==> src/rtl/spi_cmd_decoder.sv <==
// SPI command decoder: checksum check, field split and FWFT command FIFO.
// Ports: clk/rst_, i_Acc_* (frame in), o_Cmd_*/i_Cmd_Ready (out), error counters.
module spi_cmd_decoder #(
   parameter int DEPTH = 4,
   parameter int CNT_W = 8
) (
   input  logic                     clk,
   input  logic                     rst_,
   input  logic                     i_Acc_DV,
   input  logic [63:0]              i_Acc_Bytes,
   output logic                     o_Cmd_Valid,
   input  logic                     i_Cmd_Ready,
   output logic [7:0]               o_Cmd_Op,
   output logic [7:0]               o_Cmd_Addr,
   output logic [31:0]              o_Cmd_Data,
   output logic [$clog2(DEPTH):0]   o_Fifo_Count,
   output logic [CNT_W-1:0]         o_Err_Chk_Cnt,
   output logic [CNT_W-1:0]         o_Err_Ovf_Cnt,
   input  logic                     i_Err_Clr
);

   localparam int AW = $clog2(DEPTH);
   localparam logic [AW:0] FULL_CNT = (AW+1)'(DEPTH);
   localparam logic [CNT_W-1:0] SAT = '1;

   logic        r_s1_vld;
   logic        r_s1_good;
   logic [47:0] r_s1_word;

   logic [47:0]   r_mem [DEPTH];
   logic [AW-1:0] r_wptr;
   logic [AW-1:0] r_rptr;
   logic [AW:0]   r_count;

   logic [CNT_W-1:0] r_chk_cnt;
   logic [CNT_W-1:0] r_ovf_cnt;

   logic [7:0]  w_xor;
   logic        w_empty;
   logic        w_full;
   logic        w_pop;
   logic        w_push;
   logic        w_ovf;
   logic        w_bad;
   logic [47:0] w_head;

   // XOR of the seven leading bytes (reserved byte included).
   assign w_xor = i_Acc_Bytes[63:56] ^ i_Acc_Bytes[55:48]
                ^ i_Acc_Bytes[47:40] ^ i_Acc_Bytes[39:32]
                ^ i_Acc_Bytes[31:24] ^ i_Acc_Bytes[23:16]
                ^ i_Acc_Bytes[15:8];

   assign w_empty = (r_count == '0);
   assign w_full  = (r_count == FULL_CNT);
   assign w_pop   = !w_empty && i_Cmd_Ready;
   // A pop in the same cycle frees the slot a full FIFO needs.
   assign w_push  = r_s1_vld && r_s1_good && (!w_full || w_pop);
   assign w_ovf   = r_s1_vld && r_s1_good && w_full && !w_pop;
   assign w_bad   = r_s1_vld && !r_s1_good;

   always_ff @(posedge clk or negedge rst_) begin
      if (!rst_) begin
         r_s1_vld  <= 1'b0;
         r_s1_good <= 1'b0;
         r_s1_word <= '0;
      end else begin
         r_s1_vld <= i_Acc_DV;
         if (i_Acc_DV) begin
            r_s1_good <= (w_xor == i_Acc_Bytes[7:0]);
            r_s1_word <= i_Acc_Bytes[63:16];
         end
      end
   end

   always_ff @(posedge clk or negedge rst_) begin
      if (!rst_) begin
         for (int i = 0; i < DEPTH; i++) begin
            r_mem[i] <= '0;
         end
      end else if (w_push) begin
         r_mem[r_wptr] <= r_s1_word;
      end
   end

   always_ff @(posedge clk or negedge rst_) begin
      if (!rst_) begin
         r_wptr  <= '0;
         r_rptr  <= '0;
         r_count <= '0;
      end else begin
         if (w_push) begin
            r_wptr <= r_wptr + AW'(1);
         end
         if (w_pop) begin
            r_rptr <= r_rptr + AW'(1);
         end
         unique case ({w_push, w_pop})
            2'b10:   r_count <= r_count + (AW+1)'(1);
            2'b01:   r_count <= r_count - (AW+1)'(1);
            default: r_count <= r_count;
         endcase
      end
   end

   always_ff @(posedge clk or negedge rst_) begin
      if (!rst_) begin
         r_chk_cnt <= '0;
         r_ovf_cnt <= '0;
      end else if (i_Err_Clr) begin
         r_chk_cnt <= '0;
         r_ovf_cnt <= '0;
      end else begin
         if (w_bad && (r_chk_cnt != SAT)) begin
            r_chk_cnt <= r_chk_cnt + CNT_W'(1);
         end
         if (w_ovf && (r_ovf_cnt != SAT)) begin
            r_ovf_cnt <= r_ovf_cnt + CNT_W'(1);
         end
      end
   end

   assign w_head        = r_mem[r_rptr];
   assign o_Cmd_Valid   = !w_empty;
   assign o_Cmd_Op      = w_head[47:40];
   assign o_Cmd_Addr    = w_head[39:32];
   assign o_Cmd_Data    = w_head[31:0];
   assign o_Fifo_Count  = r_count;
   assign o_Err_Chk_Cnt = r_chk_cnt;
   assign o_Err_Ovf_Cnt = r_ovf_cnt;

endmodule

==> config.mk <==
export PLATFORM = sky130hd
export DESIGN_NAME = spi_cmd_decoder
export DESIGN_NICKNAME = d
export VERILOG_FILES = /design/src/rtl/spi_cmd_decoder.sv
export SDC_FILE = /design/constraint.sdc
export NUM_CORES = 1
export LEC_CHECK = 0
export BUFFER_PORTS_ARGS = -buffer_cell sky130_fd_sc_hd__buf_2
export CAP_MARGIN = 40
export CORE_MARGIN = 1.5
export CORE_UTILIZATION = 25
export DETAILED_ROUTE_END_ITERATION = 8
export GPL_TIMING_DRIVEN = 0
export SYNTH_ARGS = -nofsm -noshare
export SYNTH_HDL_FRONTEND = slang
export SYNTH_SLANG_ARGS = --single-unit
==> constraint.sdc <==
create_clock -name clk -period 4.4 [get_ports clk]
set_clock_uncertainty 0.1 [all_clocks]
set_input_delay 0.22 -clock clk [delete_from_list [all_inputs] [get_ports clk]]
set_output_delay 0.22 -clock clk [all_outputs]
set_load 0.01 [all_outputs]
# ---- After elaboration in Yosys (flattened, before gate mapping)
# Cells that the tools add are included.
# W data, S select, Z words.
dict set report totals {
  ff_bits 265
  output_inout_bits 68
  elab_cells 64
  input_bits 69
}
dict set report classes {
  n_lt_le_gt_ge 3
  n_reduce_logical 18
  eq_ne 6
  bitwise 8
  n_mux 11
  addsub 6
}
# cell count
set ops {}
lappend ops {{$bwmux W192} 1}
lappend ops {{$mux W48} 3}
lappend ops {{$bmux W48 S2} 1}
lappend ops {{$demux W48 S2} 1}
lappend ops {{$xor A8 B8 Y8} 6}
lappend ops {{$mux W8} 4}
lappend ops {{$add A8 B1 Y8 const B} 2}
lappend ops {{$ne A8 B8 Y1 const B} 2}
lappend ops {{$logic_and A1 B1 Y1} 9}
lappend ops {{$eq A8 B8 Y1} 1}
lappend ops {{$ge A3 B3 Y1 const B} 2}
lappend ops {{$not A2 Y3} 2}
lappend ops {{$pmux W3 S2} 1}
lappend ops {{$reduce_bool A2 Y1} 3}
lappend ops {{$add A2 B1 Y2 const B} 2}
lappend ops {{$logic_not A1 Y1} 4}
lappend ops {{$add A3 B1 Y3 const B} 1}
lappend ops {{$eq A3 B3 Y1 const B} 1}
lappend ops {{$logic_not A3 Y1} 1}
lappend ops {{$lt A3 B1 Y1 const B} 1}
lappend ops {{$sub A3 B1 Y3 const B} 1}
lappend ops {{$eq A2 B1 Y1 const B} 1}
lappend ops {{$eq A2 B2 Y1 const B} 1}
lappend ops {{$logic_or A1 B1 Y1} 1}

# ---- Logic depth before layout (Yosys ltp)
dict set report depth {
  depth_word 8
  ltp_mapped 10
  depth_no_buf 9
}

# ---- Least setup slack after synthesis
# OpenSTA, ideal clock, no wires.
dict set report synth_path {
  path_kind {reg2reg}
  start {reg r_count[0] (netlist: o_Fifo_Count[0])}
  end {reg r_count[2] (netlist: o_Fifo_Count[2])}
  arrival_ns 2.249
  setup_time_ns 0.079
  period_less_slack_ns 2.428
  path_stages_with_launch 11
  path_buffers 1
  required_ns 4.221
  path_slack_ns 1.972
  path_cell_list {dfrtp_1 -> or4b_4 -> nor2b_4 -> buf_6 -> inv_1 -> ha_1 -> inv_1 -> fa_1 -> xor2_1 -> nor2_1 -> xor2_1}
}
dict set report synth_via {
  elab_chain_cells 7
  word_cells_on_any_way 13
  cone_classes {add/sub (2); eq/ne (3); mux (1); reduce/logical (7)}
}
# element line_no
set synth_rtl {}
lappend synth_rtl {{start: declaration} 33} ;# logic [AW:0] r_count;
lappend synth_rtl {{start signal: assignment} 98} ;# 2'b10: r_count <= r_count + (AW+1)'(1);
lappend synth_rtl {{start signal: assignment} 99} ;# 2'b01: r_count <= r_count - (AW+1)'(1);
lappend synth_rtl {{start signal: assignment} 100} ;# default: r_count <= r_count;
lappend synth_rtl {{$logic_not A3 Y1} 53} ;# assign w_empty = (r_count == '0);
lappend synth_rtl {{$logic_not A1 Y1} 55} ;# assign w_pop = !w_empty && i_Cmd_Ready;
lappend synth_rtl {{$logic_and A1 B1 Y1} 55}
lappend synth_rtl {{$logic_or A1 B1 Y1} 57} ;# assign w_push = r_s1_vld && r_s1_good && (!w_full || w_pop);
lappend synth_rtl {{$logic_and A1 B1 Y1} 57}
lappend synth_rtl {{$eq A2 B1 Y1 / $eq A2 B2 Y1 (equally long branches)} 97} ;# unique case ({w_push, w_pop})
lappend synth_rtl {{$pmux W3 S2 / $reduce_bool A2 Y1 (equally long branches)} -}
# Several ways; a longest one is shown, not always the timed one.
# A chain may end at the register's enable or synchronous reset.

# ---- Worst setup path after layout
dict set report layout_path {
  start {reg r_rptr[1]}
  end {out o_Cmd_Addr[0]}
}
dict set report layout_via {
  elab_chain_cells 4
}
# element line_no
set layout_rtl {}
lappend layout_rtl {{start: declaration} 32} ;# logic [AW-1:0] r_rptr;
lappend layout_rtl {{start signal: assignment} 95} ;# r_rptr <= r_rptr + AW'(1);
lappend layout_rtl {{$not A2 Y3 (implied by the code)} 122} ;# assign w_head = r_mem[r_rptr];
lappend layout_rtl {{$bmux W48 S2} 122}
lappend layout_rtl {{$mux W48 (implied by the code) (2 in a row)} 122}
lappend layout_rtl {{end: declaration} 14} ;# output logic [7:0] o_Cmd_Addr,
# Every way passes these cells. The select of a mux whose other input is x is not followed.

==> impl_metrics.csv <==
group,metric,value,unit
run_status,status,"complete, no violations",
route,wl_per_cell,18.5,µm
synth,yosysWarnings,0,
clock_tree,post_cts_buffers,0,
route,met2_length,14200,µm
synth,synth_simple_gate_area_frac,0.0268,
route,drt_first_pass_iters,4,
placed_design,port-buffer-count,135,
sta,fmax,309,MHz
clock_tree,numCtsBuffers,31,
global_route,grt_max_degree,123,
floorplan,coreArea,48700,µm²
route,drt-met1-wl,14600,µm
synth,syn-num-nets,823,
cells_and_area,final_layout_size_suffix_gt1_frac,0.520,
route,highest_layer,"met4",
cells_and_area,synthToLayoutAreaGrowth,26.4,%
sta,drv_slew,0,
route,drc_errors,0,
sta,period_share,0.735,
clock_tree,cts.repair.resized,0,
route,via_per_inst,4.22,
global_route,grt_pass1_vias,7469,
cells_and_area,finish.net_count,1047,
route,ant_nets,0,
clock_tree,clk_pin_slew,0.06,ns
synth,yosysTopAreaCell,"dfrtp_1",
worst_setup_path,critPathLaunchType,"flip-flop",
sta,setup_violations,0,
power_and_ir_drop,p_leak,0.00764,µW
clock_tree,cts-root-buf,"clkbuf_16",
floorplan,io_pins,137,
worst_setup_path,required,4.08,ns
synth,synth_top_area_frac,0.540,
worst_hold_path,hp-class,"in2reg",
sta,tightestPinTransition,0.863,ns
placed_design,dp_hpwl,20800,µm
sta,hold_viol,0,
floorplan,fp-row-count,81,
synth,synthTopCellsByArea,"dfrtp_1 54%, mux2_2 15%, mux2_4 9.8%, mux4_2 8.8%, xnor2_1 3.7%",
power_and_ir_drop,p_total,6910,µW
synth,synth_mux_area_frac,0.335,
global_route,grt_pass1_wl,46800,µm
route,dr_wl_met3,1310,µm
sta,rsz0062_at_grt,"no",
floorplan,die_h,225,µm
sta,slew_headroom,0.424,
synth,synth-adder-area-share,0.00876,
clock_tree,cts_max_path_buffers,3,
worst_setup_path,arrival,2.91,ns
cells_and_area,antenna_cells,0,
clock_tree,tritoncts,"built",
route,vias,7000,
floorplan,die-area,50500,µm²
run,drv_cap,0,
synth,synth_cell_types,36,
power_and_ir_drop,cellPowerDensity,445,nW/µm²
worst_setup_path,path_class,"reg2out",
synth,netlist_area,12300,µm²
global_route,antenna_found_initial,0,
power_and_ir_drop,vdd_drop_max,0.000250,V
route,initialDrtViolationCount,327,
clock_tree,ctsHoldBuffers,52,
clock_tree,clock_sinks,265,
synth,seq_area_frac_synth,0.540,
sta,min_period,3.23,ns
cells_and_area,n_fill_cell,4804,
synth,syn_inst,746,
placed_design,place_congestion,0.740,
global_route,gr-usage-all-layers,0.123,
global_route,overflow,0,
sta,fin_ws,1.17,ns
floorplan,die_width,225,µm
synth,synth_top_family_by_area,"multiplexers",
worst_setup_path,crit_fanout,10,
clock_tree,htreeDepth,1,
placed_design,pre_cts_slack,1.62,ns
synth,synth_compound_area_frac,0.00367,
floorplan,start_util,0.252,
worst_setup_path,end_kind,"output port",
clock_tree,clk_latency,0.56,ns
route,drt_wl_total,30700,µm
synth,ys_seq_elements,265,
synth,synthXorXnorAreaFrac,0.0527,
synth,synth_area_per_cell,16.5,µm²
through the flow:
step	cell area [µm²]	TNS, ns	cells	util	hold slack, ns
global route	15500	0	1658	0.319	0.130
finish	15500	0	1658	0.319	0.0912
global placement	13800	-477.53	1545	0.283	0.270
floorplan	12300	0	746	-	-0.176
detailed placement	13900	0	1548	0.285	-0.0213
CTS	15500	0	1657	0.318	0.0851
Yosys cell counts:
cell type  count
buf_6          1
a21oi_1        2
or4b_4         1
a41oi_2        1
nand2_4        4
mux2_2       160
dfrtp_1      265
xnor2_1       52
and4b_1        1
clkbuf_1       6
a31o_2         1
nor2b_4        1
xor2_1        22
and3_1         3
nor2b_1        1
nor4_1         2
o21ai_0        2
ha_1           7
nand4_1        6
and2_1         2
mux2i_1        3
nor2_1        16
buf_4          8
fa_1           1
nand2b_1       1
nor3_1         3
buf_2          5
or3_1          1
buf_1          8
mux2_4        80
buf_12        12
nand3_1        3
nand2_1        8
inv_1          6
mux4_2        48
and4_1         3
power by group:
| part | internal (µW) | switching, µW |
|---|---|---|
| Combinational | 650 | 648 |
| Sequential | 2650 | 155 |
| Clock | 1730 | 1080 |
cell families (layout without fill, tap and decap cells):
kind of cell / Yosys count / count (layout)
and+or+nand+nor: 56 / 56
adders and majority gates: 8 / 8
DFF: 265 / 265
AOI/OAI and AO/OA: 6 / 6
muxes: 291 / 291
xor gates and xnor gates: 74 / 74
buffers and inverters: 46 / 294
layer usage:
metal	up-vias	track usage
met1	3660	0.173
met5	-	0
li1	3147	-
met2	152	0.198
met4	0	0.0251
met3	41	0.0225
cell usage in the layout, fill, tap and decap left out, drive strengths merged, types with 2 or more instances in the layout:
master / instances
nand2: 12
ha: 7
inv: 9
and3: 3
mux2: 240
clkinv: 10
mux4: 48
nor3: 3
a21oi: 2
clkbuf: 43
nand4: 6
nor2b: 2
buf: 173
o21ai: 2
xor2: 22
dfrtp: 265
nand3: 3
nor4: 2
mux2i: 3
xnor2: 52
and4: 3
bufinv: 6
dlygate4sd3: 52
and2: 2
nor2: 16
sequential cells by signal, indices dropped and copies added, names as in the netlist:
| register | flops |
|---|---|
| r_wptr | 2 |
| r_mem | 192 |
| r_s1_vld | 1 |
| r_s1_word | 48 |
| r_rptr | 2 |
| o_Fifo_Count | 3 |
| o_Err_Ovf_Cnt | 8 |
| r_s1_good | 1 |
| o_Err_Chk_Cnt | 8 |
final cells by class:
| class | count | area (µm²) | area share |
|---|---|---|---|
| Multi-Input combinational cell | 435 | 5240 | 0.338 |
| Inverter | 6 | 22.5 | 0.00145 |
| Timing Repair Buffer | 191 | 1290 | 0.0829 |
| Buffer | 40 | 389 | 0.0251 |
| Sequential cell | 265 | 6630 | 0.427 |
| Clock inverter | 20 | 274 | 0.0176 |
| Tap cell | 664 | 831 | 0.0535 |
| Clock buffer | 37 | 848 | 0.0546 |
path summary, 6_finish.rpt:
check                                 from         endpoint  slack, ns  cells past startpoint
max                              r_rptr[1]    o_Cmd_Addr[0]       1.17                      4
min                            i_Cmd_Ready        r_rptr[0]       0.09                      3
max reg2reg                o_Fifo_Count[0]  o_Fifo_Count[2]       1.84                     10
min reg2reg                o_Fifo_Count[2]  o_Fifo_Count[2]       0.40                      1
max in group asynchronous             rst_        r_mem[47]       3.18                      4
min in group asynchronous             rst_     r_s1_word[0]       0.22                      3
critical path: stages (launching register included):
cell	delay, ns
dfrtp_1	0.39
buf_1	0.67
clkbuf_1	0.66
mux4_2	0.46
buf_2	0.17
(Power assumes the default switching activity.)
